### src/rtl/dialer_emulator.sv
// Rotary-dial line emulator: replays a latched 7-digit factorial expansion as
// rest-contact breaks and break pulses, least-significant digit first.
module dialer_emulator #(
  parameter int LEAD_CYC  = 2500000,
  parameter int HIGH_CYC  = 3000000,
  parameter int LOW_CYC   = 2000000,
  parameter int TRAIL_CYC = 2500000,
  parameter int GAP_CYC   = 25000000,
  parameter int CW        = 26
) (
  input  logic       CLK,
  input  logic       restart,
  input  logic       start,
  input  logic       of1,
  input  logic [1:0] of2,
  input  logic [1:0] of3,
  input  logic [2:0] of4,
  input  logic [2:0] of5,
  input  logic [2:0] of6,
  input  logic [2:0] of7,
  output logic       dialer_in_rest,
  output logic       dialer_pulses,
  output logic       busy,
  output logic       done,
  output logic [2:0] digit_index,
  output logic       clamped
);

  typedef enum logic [2:0] {
    S_IDLE, S_LEAD, S_HIGH, S_LOW, S_TRAIL, S_GAP
  } state_t;

  localparam logic [CW-1:0] LEAD_LD  = CW'(LEAD_CYC - 1);
  localparam logic [CW-1:0] HIGH_LD  = CW'(HIGH_CYC - 1);
  localparam logic [CW-1:0] LOW_LD   = CW'(LOW_CYC - 1);
  localparam logic [CW-1:0] TRAIL_LD = CW'(TRAIL_CYC - 1);
  localparam logic [CW-1:0] GAP_LD   = CW'(GAP_CYC - 1);

  function automatic logic [2:0] sat_digit(input logic [2:0] v, input logic [2:0] lim);
    return (v > lim) ? lim : v;
  endfunction

  state_t        state_q, state_d;
  logic [CW-1:0] cnt_q, cnt_d;
  logic [2:0]    n_q, n_d;
  logic [2:0]    idx_q, idx_d;
  logic          rest_q, rest_d;
  logic          pulses_q, pulses_d;
  logic          busy_q, busy_d;
  logic          done_q, done_d;
  logic          clamped_q, clamped_d;
  logic [2:0]    dig_q [7];
  logic [2:0]    dig_in [7];
  logic [2:0]    dig_sat [7];
  logic          any_clamp;
  logic          accept;

  assign accept = !restart && start && (state_q == S_IDLE);

  always_comb begin
    dig_in[0] = {2'b00, of1};
    dig_in[1] = {1'b0, of2};
    dig_in[2] = {1'b0, of3};
    dig_in[3] = of4;
    dig_in[4] = of5;
    dig_in[5] = of6;
    dig_in[6] = of7;
    any_clamp = 1'b0;
    for (int i = 0; i < 7; i++) begin
      // Digit i may take at most i+1 pulses.
      dig_sat[i] = sat_digit(dig_in[i], 3'(i + 1));
      if (dig_in[i] > 3'(i + 1)) any_clamp = 1'b1;
    end
  end

  always_comb begin
    state_d   = state_q;
    cnt_d     = cnt_q;
    n_d       = n_q;
    idx_d     = idx_q;
    clamped_d = clamped_q;
    done_d    = 1'b0;
    case (state_q)
      S_IDLE: begin
        if (start) begin
          state_d   = S_LEAD;
          cnt_d     = LEAD_LD;
          idx_d     = 3'd0;
          n_d       = dig_sat[0];
          clamped_d = any_clamp;
        end
      end
      S_LEAD, S_LOW: begin
        if (cnt_q == '0) begin
          if (n_q != 3'd0) begin
            state_d = S_HIGH;
            cnt_d   = HIGH_LD;
          end else begin
            state_d = S_TRAIL;
            cnt_d   = TRAIL_LD;
          end
        end else begin
          cnt_d = cnt_q - 1'b1;
        end
      end
      S_HIGH: begin
        if (cnt_q == '0) begin
          state_d = S_LOW;
          cnt_d   = LOW_LD;
          n_d     = n_q - 3'd1;
        end else begin
          cnt_d = cnt_q - 1'b1;
        end
      end
      S_TRAIL: begin
        if (cnt_q == '0) begin
          if (idx_q == 3'd6) begin
            state_d = S_IDLE;
            done_d  = 1'b1;
          end else begin
            state_d = S_GAP;
            cnt_d   = GAP_LD;
            idx_d   = idx_q + 3'd1;
          end
        end else begin
          cnt_d = cnt_q - 1'b1;
        end
      end
      S_GAP: begin
        if (cnt_q == '0) begin
          state_d = S_LEAD;
          cnt_d   = LEAD_LD;
          n_d     = dig_q[idx_q];
        end else begin
          cnt_d = cnt_q - 1'b1;
        end
      end
      default: state_d = S_IDLE;
    endcase
    // Line outputs are decoded from the next state so they leave the registers glitch-free.
    rest_d   = (state_d == S_IDLE) || (state_d == S_GAP);
    pulses_d = (state_d == S_HIGH);
    busy_d   = (state_d != S_IDLE);
  end

  always_ff @(posedge CLK) begin
    if (restart) begin
      state_q   <= S_IDLE;
      cnt_q     <= '0;
      n_q       <= 3'd0;
      idx_q     <= 3'd0;
      rest_q    <= 1'b1;
      pulses_q  <= 1'b0;
      busy_q    <= 1'b0;
      done_q    <= 1'b0;
      clamped_q <= 1'b0;
    end else begin
      state_q   <= state_d;
      cnt_q     <= cnt_d;
      n_q       <= n_d;
      idx_q     <= idx_d;
      rest_q    <= rest_d;
      pulses_q  <= pulses_d;
      busy_q    <= busy_d;
      done_q    <= done_d;
      clamped_q <= clamped_d;
    end
  end

  // Latched digit values are pure data and need no reset.
  always_ff @(posedge CLK) begin
    if (accept) dig_q <= dig_sat;
  end

  assign dialer_in_rest = rest_q;
  assign dialer_pulses  = pulses_q;
  assign busy           = busy_q;
  assign done           = done_q;
  assign digit_index    = idx_q;
  assign clamped        = clamped_q;

endmodule
### config.mk
export PLATFORM = sky130hd
export DESIGN_NAME = dialer_emulator
export DESIGN_NICKNAME = d
export VERILOG_FILES = /design/src/rtl/dialer_emulator.sv
export SDC_FILE = /design/constraint.sdc
export NUM_CORES = 1
export LEC_CHECK = 0
export BUFFER_PORTS_ARGS = -buffer_cell sky130_fd_sc_hd__buf_2
export CAP_MARGIN = 20
export CORE_ASPECT_RATIO = 0.75
export CORE_MARGIN = 2
export CORE_UTILIZATION = 60
export DETAILED_ROUTE_END_ITERATION = 12
export PLACE_DENSITY = 0.86
export SLEW_MARGIN = 20
export SYNTH_ARGS = -nofsm -noshare
export SYNTH_HDL_FRONTEND = slang
export SYNTH_SLANG_ARGS = --single-unit
### constraint.sdc
create_clock -name CLK -period 2.95 [get_ports CLK]
set_input_delay 0.59 -clock CLK [delete_from_list [all_inputs] [get_ports CLK]]
set_output_delay 0.59 -clock CLK [all_outputs]
set_load 0.1 [all_outputs]
==> flow_summary.ini, run 1 <==
[detailed_routing]
routed_wl_um = 9520
via_count = 3362
drtAntennaViolNets = 0
dr.pass1.iters = 5
wl_per_cell_um = 19.0
viasPerCell = 6.71
drc_errors = 0
initialDrtViolationCount = 477

[cells_and_area]
final_area_um2 = 3950
seq_area_um2 = 1310
final_net_count = 444
multiInputGateArea_um2 = 2000
nFillCells = 448
area_growth_pct = 12.7
n_antenna_cell = 0
drive_above_1_share = 0.208

[global_routing]
grt_max_degree = 28
grt_pass1_wl_um = 15600
antenna_found_initial = 0
grt-busiest-layer = met1
use_met2 = 0.422
grt_use_met1 = 0.475
grt_pass1_vias = 2980
grt_use_total = 0.313
overflow = 0
use_met3 = 0.108

[setup_path]
reg2regPathDepth = 8
cp.required_ns = 3.25
startpoint_type = flip-flop
worst_ep_arrival_time_ns = 3.04
crit_fanout = 9
crit_type = flip-flop to flip-flop
endpoint_kind = flip-flop
r2r-start = cnt_q[0]
r2r_end = digit_index[1]
worstSetupStartpoint = cnt_q[0]
critPathCapture = digit_index[1]
rrSetupSlack_ns = 0.20

[sta]
hold_viol_final = 0
rsz0062_at_grt = no
tns_ns = 0
worst_pin_slew_ns = 0.669
fin_crit_sh = 0.931
fmax_ghz = 0.364
maxSlewHeadroom = 0.553
drv_slew = 0
period_minus_slack_ns = 2.75
skew_ns = 0.00894
setup_viol = 0

[synthesis]
yosys_most_used_dff = dfxtp_1
synth.area.top_cells = dfxtp_1, edfxtp_1, a21oi_1
synth.avg_cell_area_um2 = 8.82
yosys_register_bits = 57
synth.most_common_cell = dfxtp_1
synthCells = 397
synth.distinct_cells = 72
syn_nets = 423
yosysSeqAreaShare = 0.374
synth_top_area_share = 0.229
synth_top_area_cell = dfxtp_1
netlist_area_um2 = 3500
synth_edf_count = 17
ys_async_sr_fraction = 0
synth_warnings = 0
synthTopCellsByCount = dfxtp_1, a21oi_1, nor2_1

[placement]
hpwl_um = 6830
placed_area_um2 = 3710
portBuffers = 27
globalplace.congestion = 0.975

[die]
die_h_um = 70.2
io_pins = 28
rows = 24
chipWidth_um = 92.2
dieArea_um2 = 6470
core_um2 = 5740
start_util = 0.611

[clock_network]
htreeDepth = 3
cts_buffer_depth = 2
path_clk_slew_ns = 0.08
cts_tree = yes
cts_sinks = 57
hold_buffers = 0
root_buffer = clkbuf_8
clkLatencyLatePin_ns = 0.36
cts-buffers-inserted = 9
cts_resized = 0
post_cts_buffers = 0

[pwr]
p_total_uw = 2190
peakVddDrop_mv = 0.438
p_per_area_nw_per_um2 = 556
p_leak_uw = 0.00143

[job]
max_cap_viol_count = 0

[run_status]
status = finished, final reports clean

[hold_path]
hp-start = of7[0]
hold_path_class = input port to flip-flop
power by group:
part | internal (µW) | switching, µW
registers | 850 | 44.0
logic | 148 | 262
clock network | 536 | 356
total | 1530 | 661
cell usage in the layout, fill, tap and decap left out, drive strengths merged, types with 5 or more instances in the layout:
cell / n
o31ai: 7
a311oi: 6
nor3: 23
or4: 6
o21ai: 20
nand3: 20
nor4: 10
nor2b: 13
dfxtp: 40
a211oi: 5
nor2: 29
inv: 10
nand2: 29
buf: 45
ha: 6
a31oi: 7
a21oi: 30
mux2i: 7
clkbuf: 10
edfxtp: 17
per-stage QoR:
step,instances,hold WS [ns],utilization,setup WS (ns)
6_report,501,0.399,0.688,0.202
3_3_place_gp,485,0.452,0.646,0.334
4_1_cts,501,0.400,0.688,0.189
2_1_floorplan,397,0.444,-,0.167
5_1_grt,501,0.388,0.688,0.0425
3_5_place_dp,485,0.468,0.646,0.272
per-layer routing:
layer	up-vias	wire, µm
met5	-	0
met4	0	167
met3	21	1210
met2	232	3980
met1	1562	4150
li1	1547	-
how the worst min path moves through the flow:
stage | slack [ns] | end | depth (start not counted)
3_5_place_dp | 0.47 | n_q[1] | 2
2_1_floorplan | 0.44 | n_q[1] | 2
6_report | 0.40 | dig_q[0] | 1
5_1_grt | 0.39 | dig_q[0] | 1
4_1_cts | 0.40 | dig_q[0] | 1
3_3_place_gp | 0.45 | n_q[1] | 2
area by class of cell:
cell class / count / area share
clock buffers: 10 / 0.0377
inverters: 7 / 0.00666
flip-flops and latches: 57 / 0.332
repair buffers: 45 / 0.0685
multi-input cells: 298 / 0.507
clock inverters: 6 / 0.0235
well taps: 78 / 0.0247
cells by family after synthesis:
logic type	Yosys count	synth area share
adder cells (fa/ha/maj)	6	0.0214
multiplexers	10	0.0361
buffers and inverters	42	0.0543
AO/OA/AOI/OAI	116	0.230
AND/OR/NAND/NOR	161	0.271
XOR/XNOR	5	0.0125
flip-flops	57	0.374
flip-flops by register name, indices dropped and copies added, names as in the netlist:
signal	flops
cnt_q	26
dig_q	17
digit_index	3
n_q	3
state_q	3
busy	1
clamped	1
dialer_in_rest	1
dialer_pulses	1
done	1
worst max-delay path, cell delays in order (launching register included):
cell and delay [ns]:
dfxtp_1 0.33, inv_1 0.12, ha_1 0.17, nor3b_1 0.40
nand4_4 0.20, or4_4 0.67, nor4_4 0.33, mux2_2 0.38
nor2_1 0.09
No activity file was read; power rests on OpenSTA's default activity.
==> run 2, diff against run 1 <==
--- a/config.mk
+++ b/config.mk
@@ -11,7 +11,8 @@
 export CORE_MARGIN = 2
 export CORE_UTILIZATION = 60
 export DETAILED_ROUTE_END_ITERATION = 12
-export PLACE_DENSITY = 0.86
+export MAX_ROUTING_LAYER = met4
+export PLACE_DENSITY = 0.8
 export SLEW_MARGIN = 20
 export SYNTH_ARGS = -nofsm -noshare
 export SYNTH_HDL_FRONTEND = slang
==> run 2 against run 1 <==
Maximum frequency shrank 1.3%; sequential cell count is the same; final cell count fell by 0.20%; clock skew decreased by 0.0017 ns; wire length up 1.9%; sequential power is essentially flat; cell area decreased by 0.57%; combinational power is 2% higher; register-to-register slack worse by 0.04 ns.
==> flow_summary.ini, run 2 (synthesis results as in run 1) <==
[sta]
drv_slew = 0
fmax_ghz = 0.359
setup_viol = 0
tns_ns = 0
rsz0062_at_grt = no
maxSlewHeadroom = 0.458
layout_setup_ws_ns = 0.166
period_minus_slack_ns = 2.78
hold_viol_final = 0
hold_slack_ns = 0.411
worst_pin_slew_ns = 0.804
fin_crit_sh = 0.944
skew_ns = 0.00729

[die]
chipWidth_um = 92.2
rows = 24
dieArea_um2 = 6470
start_util = 0.611
io_pins = 28
die_h_um = 70.2
core_um2 = 5740

[clock_network]
cts_sinks = 57
clkLatencyLatePin_ns = 0.36
path_clk_slew_ns = 0.07
cts_resized = 0
post_cts_buffers = 0
root_buffer = clkbuf_8
cts_buffer_depth = 2
cts_tree = yes
htreeDepth = 3
cts-buffers-inserted = 9
hold_buffers = 0

[setup_path]
startpoint_type = flip-flop
crit_fanout = 21
r2r_end = digit_index[1]
worst_ep_arrival_time_ns = 3.07
reg2regPathDepth = 8
rrSetupSlack_ns = 0.17
r2r-start = cnt_q[0]
crit_type = flip-flop to flip-flop
endpoint_kind = flip-flop
cp.required_ns = 3.24

[placement]
dp_slack_ns = 0.235
portBuffers = 27
hpwl_um = 6880
globalplace.congestion = 0.981

[hold_path]
hold_end = dig_q[1]
hold_path_class = input port to flip-flop
whs_path_depth = 1
hp-start = of7[1]

[global_routing]
grt_pass1_wl_um = 15700
grt_max_degree = 28
use_met2 = 0.449
grt_use_met1 = 0.463
grt-busiest-layer = met1
use_met3 = 0.0906
antenna_found_initial = 0
overflow = 0
grt_use_total = 0.325
grt_pass1_vias = 3116

[pwr]
p_total_uw = 2150
p_per_area_nw_per_um2 = 549
p_leak_uw = 0.00142
peakVddDrop_mv = 0.379

[detailed_routing]
drtAntennaViolNets = 0
routed_wl_um = 9700
wl_per_cell_um = 19.4
via_count = 3371
drc_errors = 0
dr.pass1.iters = 7
viasPerCell = 6.74
initialDrtViolationCount = 462

[run_status]
status = finished, final reports clean

[cells_and_area]
top_regs = cnt_q (26), dig_q (17)
largest_reg_flops = 26
final_cell_mix = dfxtp_1, nor2_1, a21oi_1
final_net_count = 443
area_growth_pct = 12.1
regMostFlops = cnt_q
final_common_cell = dfxtp_1
postLayoutCoreUtil = 0.684
n_antenna_cell = 0
drive_above_1_share = 0.206

[job]
max_cap_viol_count = 0
## run 2: changes by cell type in the layout (fill, tap and decap cells not counted), sizes merged
cell,previous run,this run
clkinvlp,0,1
clkinv,1,2
buf,45,44
inv,10,8
## run 2: layer usage
metal  part of all wire  vias up
met3               0.12       20
met2               0.42      204
met1               0.46     1601
li1                   -     1546
met5                  0        -
met4              0.011        0
## run 2: worst max-delay path by stage
| stage | startpoint | to | slack, ns | cells past startpoint |
|---|---|---|---|---|
| 2_1_floorplan | digit_index[0] | cnt_q[2] | 0.17 | 8 |
| 3_3_place_gp | cnt_q[0] | digit_index[1] | 0.25 | 8 |
| 3_5_place_dp | cnt_q[0] | digit_index[1] | 0.23 | 8 |
| 4_1_cts | cnt_q[0] | digit_index[1] | 0.19 | 8 |
| 5_1_grt | cnt_q[0] | digit_index[1] | 0.05 | 8 |
| 6_report | cnt_q[0] | digit_index[1] | 0.17 | 8 |
## run 2: final cells by class
type | instances | area [µm²]
clock buffers | 10 | 138
well taps | 78 | 97.6
fillers | 452 | 1810
clock inverters | 6 | 88.8
repair buffers | 44 | 263
multi-input cells | 298 | 2000
inverters | 7 | 26.3
flip-flops and latches | 57 | 1310
## run 2: worst max-delay path, cell delays in order (launching register included)
cell	delay (ns)
dfxtp_1	0.32
inv_1	0.11
ha_1	0.15
nor3b_1	0.39
nand4_4	0.19
or4_4	0.75
nor4_4	0.34
mux2_2	0.37
nor2_1	0.09
## run 2: per-stage QoR
stage	area [µm²]	instances
floorplan	3500	397
global placement	3700	484
detailed placement	3700	484
CTS	3930	500
global route	3930	500
finish	3930	500
## run 2: power by group
part	switching, µW	internal (µW)	leakage (µW)
clock network	343	500	0.000113
logic	270	150	0.000817
registers	40.8	850	0.000486
total	654	1500	0.00142
